[config.mk]
export PLATFORM = sky130hd
export DESIGN_NAME = bp_fpga_mem_arbiter
export DESIGN_NICKNAME = d
export VERILOG_FILES = /design/src/rtl/bp_fpga_mem_arbiter.sv
export SDC_FILE = /design/constraint.sdc
export NUM_CORES = 1
export LEC_CHECK = 0
export ABC_AREA = 1
export BUFFER_PORTS_ARGS = -buffer_cell sky130_fd_sc_hd__buf_2
export CAP_MARGIN = 30
export CORE_AREA = 2 2 243 245
export DETAILED_ROUTE_END_ITERATION = 10
export DIE_AREA = 0 0 245 247
export GPL_TIMING_DRIVEN = 0
export PLACE_DENSITY = 0.46
export SLEW_MARGIN = 20
export SYNTH_ARGS = -nofsm -noshare
export SYNTH_HDL_FRONTEND = slang
export SYNTH_SLANG_ARGS = --single-unit
[constraint.sdc]
create_clock -name clk_i -period 4.1 [get_ports clk_i]
set_input_delay 0.205 -clock clk_i [delete_from_list [all_inputs] [get_ports clk_i]]
set_output_delay 0.205 -clock clk_i [all_outputs]
set_load 0.01 [all_outputs]
[src/rtl/bp_fpga_mem_arbiter.sv]
// rtl/bp_fpga_mem_arbiter.sv - round-robin arbiter sharing one memory port between host and BlackParrot
module bp_fpga_mem_arbiter #(
    parameter int addr_width_p = 64,
    parameter int data_width_p = 64,
    parameter int timeout_p    = 1024
) (
    input  logic                      clk_i,
    input  logic                      reset_n_i,

    input  logic                      req0_v_i,
    output logic                      req0_ready_o,
    input  logic                      req0_we_i,
    input  logic [addr_width_p-1:0]   req0_addr_i,
    input  logic [data_width_p-1:0]   req0_data_i,
    input  logic [data_width_p/8-1:0] req0_mask_i,
    output logic                      resp0_v_o,
    input  logic                      resp0_ready_i,
    output logic [data_width_p-1:0]   resp0_data_o,
    output logic                      resp0_err_o,

    input  logic                      req1_v_i,
    output logic                      req1_ready_o,
    input  logic                      req1_we_i,
    input  logic [addr_width_p-1:0]   req1_addr_i,
    input  logic [data_width_p-1:0]   req1_data_i,
    input  logic [data_width_p/8-1:0] req1_mask_i,
    output logic                      resp1_v_o,
    input  logic                      resp1_ready_i,
    output logic [data_width_p-1:0]   resp1_data_o,
    output logic                      resp1_err_o,

    output logic                      mem_req_v_o,
    input  logic                      mem_req_ready_i,
    output logic                      mem_req_we_o,
    output logic [addr_width_p-1:0]   mem_req_addr_o,
    output logic [data_width_p-1:0]   mem_req_data_o,
    output logic [data_width_p/8-1:0] mem_req_mask_o,
    output logic                      mem_req_src_o,
    input  logic                      mem_resp_v_i,
    output logic                      mem_resp_ready_o,
    input  logic [data_width_p-1:0]   mem_resp_data_i,

    output logic                      timeout_o,
    output logic [7:0]                stale_cnt_o
);

    localparam int cnt_width_lp = (timeout_p > 1) ? $clog2(timeout_p) : 1;

    typedef enum logic [1:0] {IDLE, SEND, WAIT, RESP} state_e;

    state_e                      state_r, state_n;
    logic                        last_grant_r;
    logic                        grant;
    logic                        accept;
    logic                        resp_hs;
    logic                        timeout_hit;
    logic                        we_r;
    logic [addr_width_p-1:0]     addr_r;
    logic [data_width_p-1:0]     data_r;
    logic [data_width_p/8-1:0]   mask_r;
    logic                        src_r;
    logic [data_width_p-1:0]     resp_data_r;
    logic                        resp_err_r;
    logic                        timeout_r;
    logic [7:0]                  stale_cnt_r;
    logic [cnt_width_lp-1:0]     cnt_r;

    // Round-robin pick: a lone requester wins, a tie goes to whoever did not win last
    always_comb begin
        if (req0_v_i && req1_v_i) grant = ~last_grant_r;
        else                      grant = req1_v_i;
    end

    assign timeout_hit = (timeout_p != 0) && (state_r == WAIT) && !mem_resp_v_i
                         && (cnt_r == cnt_width_lp'(timeout_p - 1));

    // State register
    always_ff @(posedge clk_i or negedge reset_n_i) begin
        if (!reset_n_i) state_r <= IDLE;
        else            state_r <= state_n;
    end

    // Next state and handshake outputs; readies are held low while reset is asserted
    always_comb begin
        state_n          = state_r;
        req0_ready_o     = reset_n_i && (state_r == IDLE) && req0_v_i && !grant;
        req1_ready_o     = reset_n_i && (state_r == IDLE) && req1_v_i && grant;
        accept           = req0_ready_o || req1_ready_o;
        mem_req_v_o      = (state_r == SEND);
        mem_resp_ready_o = reset_n_i;
        resp0_v_o        = (state_r == RESP) && !src_r;
        resp1_v_o        = (state_r == RESP) && src_r;
        resp_hs          = (resp0_v_o && resp0_ready_i) || (resp1_v_o && resp1_ready_i);
        case (state_r)
            IDLE:    if (accept) state_n = SEND;
            SEND:    if (mem_req_ready_i) state_n = WAIT;
            WAIT:    if (mem_resp_v_i || timeout_hit) state_n = RESP;
            RESP:    if (resp_hs) state_n = IDLE;
            default: state_n = IDLE;
        endcase
    end

    // Request latch, response capture, timeout counter and stale-response accounting
    always_ff @(posedge clk_i or negedge reset_n_i) begin
        if (!reset_n_i) begin
            last_grant_r <= 1'b1;
            we_r         <= 1'b0;
            addr_r       <= '0;
            data_r       <= '0;
            mask_r       <= '0;
            src_r        <= 1'b0;
            resp_data_r  <= '0;
            resp_err_r   <= 1'b0;
            timeout_r    <= 1'b0;
            stale_cnt_r  <= '0;
            cnt_r        <= '0;
        end else begin
            if (accept) begin
                we_r         <= grant ? req1_we_i   : req0_we_i;
                addr_r       <= grant ? req1_addr_i : req0_addr_i;
                data_r       <= grant ? req1_data_i : req0_data_i;
                mask_r       <= grant ? req1_mask_i : req0_mask_i;
                src_r        <= grant;
                last_grant_r <= grant;
            end
            if (state_r == SEND && mem_req_ready_i) cnt_r <= '0;
            else if (state_r == WAIT)               cnt_r <= cnt_r + cnt_width_lp'(1);
            if (state_r == WAIT) begin
                if (mem_resp_v_i) begin
                    resp_data_r <= we_r ? '0 : mem_resp_data_i;
                    resp_err_r  <= 1'b0;
                end else if (timeout_hit) begin
                    resp_data_r <= '1;
                    resp_err_r  <= 1'b1;
                    timeout_r   <= 1'b1;
                end
            end
            if (mem_resp_v_i && state_r != WAIT && stale_cnt_r != 8'hFF)
                stale_cnt_r <= stale_cnt_r + 8'd1;
        end
    end

    assign mem_req_we_o   = we_r;
    assign mem_req_addr_o = addr_r;
    assign mem_req_data_o = data_r;
    assign mem_req_mask_o = mask_r;
    assign mem_req_src_o  = src_r;
    assign resp0_data_o   = resp_data_r;
    assign resp1_data_o   = resp_data_r;
    assign resp0_err_o    = resp0_v_o && resp_err_r;
    assign resp1_err_o    = resp1_v_o && resp_err_r;
    assign timeout_o      = timeout_r;
    assign stale_cnt_o    = stale_cnt_r;

endmodule

==> out/results.ini <==
[clock_tree]
cts_tree=built
clock-sinks=225
cts_root_buf=clkbuf_16
clk_pin_slew_ps=60
htreeDepth=1
clock_path_buffers=3
clk_latency_ps=560
cts_inserted_buffers=28
post_cts_buffers=0

[sta]
worstMarginPinSlew_ps=860
rsz0062_at_grt=false
setup_viol=0
drv_slew=0
hold_slack_ps=15.1
hold_viol=0
final.period_utilization_pct=76.3
setup_ws_ps=972
finalSetupTns_ps=0
fin_worst_skew_ps=8.19
relSlewSlack_pct=42.7
fin_crit_ps=3130
fmax_mhz=320

[synthesis]
synth_area_leaders=dfrtp_1 (53%), nor2_1 (10%), a31oi_1 (8.1%)
ys_seq_elements=225
yosysTopAreaCellShare_pct=52.7
synth_common_cells=nor2_1 (285), dfrtp_1 (224), nand2_1 (192), nand3_1 (144), a31oi_1 (138)
synth.largest_area_cell=dfrtp_1
async_flop_share_pct=100
ys_warn_count=0
seq_area_frac_synth_pct=53.0
ys.flop_type=dfrtp_1
synth.distinct_cells=23
syn_nets=1624
synth.cell_area_mm2=0.0106
synthCells=1272
syn_avg_cell_area_um2=8.35
synth_edf_count=0
synth_most_common_cell=nor2_1

[detailed_routing]
wl_um=54400
vias_per_cell=4.29
drc=0
wl_per_cell_um=17.7
drt_first_pass_iters=5
antenna_left=0
drtIter0Drc=529
via_count=13178

[setup_path]
cp.required_ps=4540
critPathMaxStageDelay_ps=580
crit_buf_inv=7
worstPathArrival_ps=3570
critPathMaxFanout=88
r2r_start=last_grant_r$_DFFE_PN1P_
crit_path_start_kind=primary input
path_cells=dlygate4sd3_1 -> buf_8 -> buf_16 -> nand2_1 -> inv_2 -> nand2_1 -> nand2_2 -> buf_4 -> buf_2 -> a31oi_1 -> dlygate4sd3_1
r2r_setup_slack_ps=1350
cp_top_family=buffers and inverters
worstSetupPathType=primary input to register
ff2ff_path_depth=7
slowest_stage=dlygate4sd3_1
r2r_end=mem_req_addr_o[18]$_DFFE_PN0P_
end_kind=register

[die]
num_rows=89
die-height_um=247
dieArea_mm2=0.0605
initial_core_util_pct=18.2
design.core.area_mm2=0.0582
ios=629
die_x_um=245

[pwr]
power_leakage_uw=0.00923
finalPower_uw=13800
swShare_pct=39.7
p_seq_share_pct=30.1
p_comb_share_pct=51.5
power.density_mw_per_mm2=718
irDropWorstVdd_mv=0.376
clockPowerShare_pct=18.4
power_switching_uw=5470
p_int_uw=8290

[min_path]
holdPathEnd=mem_req_data_o[12]$_DFFE_PN0P_
hp-class=primary input to register
worstHoldPathCells=3
worstHoldStart=req1_data_i[12]

[layout]
syn2layout_area_growth_pct=80.3
final_nets=2625
n_fill_cell=6186
drive_gt1_share_pct=34.8
final_area_mm2=0.0192

[place]
gp_congestion=0.872
preCtsSetupSlack_ps=1480
dp_hpwl_um=40900
place_area_mm2=0.0148
port_buffers=628

[global_routing]
grt_pass1_wl_um=79600
antenna_found_initial=7
overflow=0
track_usage_pct=17.2
first_global_vias=13436
grt_max_degree=89

[run]
max_cap_violations=0

[run_status]
status=completed

==> state kept, by name, summed over array words and instances, names as in the netlist <==
signal,flops
resp0_data_o,64
mem_req_we_o,1
resp_err_r,1
stale_cnt_o,8
cnt_r,10
state_r,2
last_grant_r,1
mem_req_src_o,1
timeout_o,1
mem_req_addr_o,64
mem_req_mask_o,8
mem_req_data_o,64
==> worst reg2reg max path, delay by kind of cell (launching register included) <==
family | cells | cell delay (ps)
buffers and inverters | 3 | 1530
DFF | 1 | 530
and+or+nand+nor | 3 | 420
AOI/OAI and AO/OA | 1 | 220
==> how the worst max path moves through the flow <==
stage,start,to,cells past startpoint
final,reset_n_i,mem_req_addr_o[22]$_DFFE_PN0P_,11
after global routing,reset_n_i,mem_req_addr_o[18]$_DFFE_PN0P_,11
after CTS,reset_n_i,mem_req_addr_o[24]$_DFFE_PN0P_,11
after detailed placement,reset_n_i,mem_req_addr_o[19]$_DFFE_PN0P_,9
after global placement,reset_n_i,mem_req_addr_o[20]$_DFFE_PN0P_,8
after floorplan,state_r[0]$_DFFE_PN0P_,resp0_data_o[44]$_DFFE_PN0P_,8
==> cells in the final DEF (no fill, tap or decap), drive strengths merged <==
master,count
bufinv,1
nor2,286
ha,6
diode,2
and3b,1
nand2,194
buf,749
o21ai,10
a31oi,138
dfstp,1
dlygate4sd3,339
nand3,146
clkinv,5
inv,23
dfrtp,224
or2,1
nor3,1
nand4,3
a21oi,71
clkbuf,88
xnor2,7
==> through the flow <==
| step | instances | utilization (%) |
|---|---|---|
| 2_1_floorplan | 1272 | - |
| 3_3_place_gp | 2673 | 25.3 |
| 3_5_place_dp | 2675 | 25.4 |
| 4_1_cts | 3065 | 32.9 |
| 5_1_grt | 3068 | 32.9 |
| 6_report | 3069 | 32.9 |
==> routing by layer <==
metal	wire, um	up-vias	share of wire [%]	GRT usage (%)
li1	-	6212	-	-
met2	26800	591	49	30.5
met4	2240	8	4.1	6.99
met1	21200	6242	39	19.5
met3	4140	125	7.6	4.37
met5	42	-	0.077	0
==> power groups by stage <==
| stage | Clock [uW] | Sequential (uW) | Combinational, uW |
|---|---|---|---|
| floorplan | 0 | 4450 | 2630 |
| finish | 2530 | 4140 | 7080 |
| detailed placement | 0 | 4160 | 5780 |
| global placement | 0 | 4120 | 5760 |
| CTS | 2600 | 4140 | 7080 |
| global route | 2690 | 4260 | 7770 |
==> layout make-up <==
| class | count | area (um2) | share of cell area (%) |
|---|---|---|---|
| diodes | 2 | 5.00 | 0.0261 |
| plain buffers | 161 | 920 | 4.80 |
| clock buffers | 44 | 872 | 4.55 |
| clock inverters | 7 | 63.8 | 0.333 |
| inverters | 22 | 82.6 | 0.431 |
| multi-input cells | 864 | 3990 | 20.8 |
| flip-flops and latches | 225 | 5630 | 29.4 |
| well taps | 773 | 967 | 5.05 |
| repair buffers | 971 | 6620 | 34.6 |
==> logic make-up after synthesis <==
| logic type | after synthesis | synth area share [%] |
|---|---|---|
| compound gates | 219 | 11.9 |
| xor+xnor | 7 | 0.577 |
| fa+ha+maj | 6 | 0.706 |
| buf+inv | 183 | 9.42 |
| flops | 225 | 53.0 |
| simple gates | 632 | 24.4 |
==> repair_timing <==
action | 4_1_cts | 5_1_grt
hold buffers | 339 | 0
endpoints found under the hold margin | 253 | 0
resized for setup | 0 | 0
endpoints found under the setup margin | 0 | 0
Power figures use the tool's default switching activity.
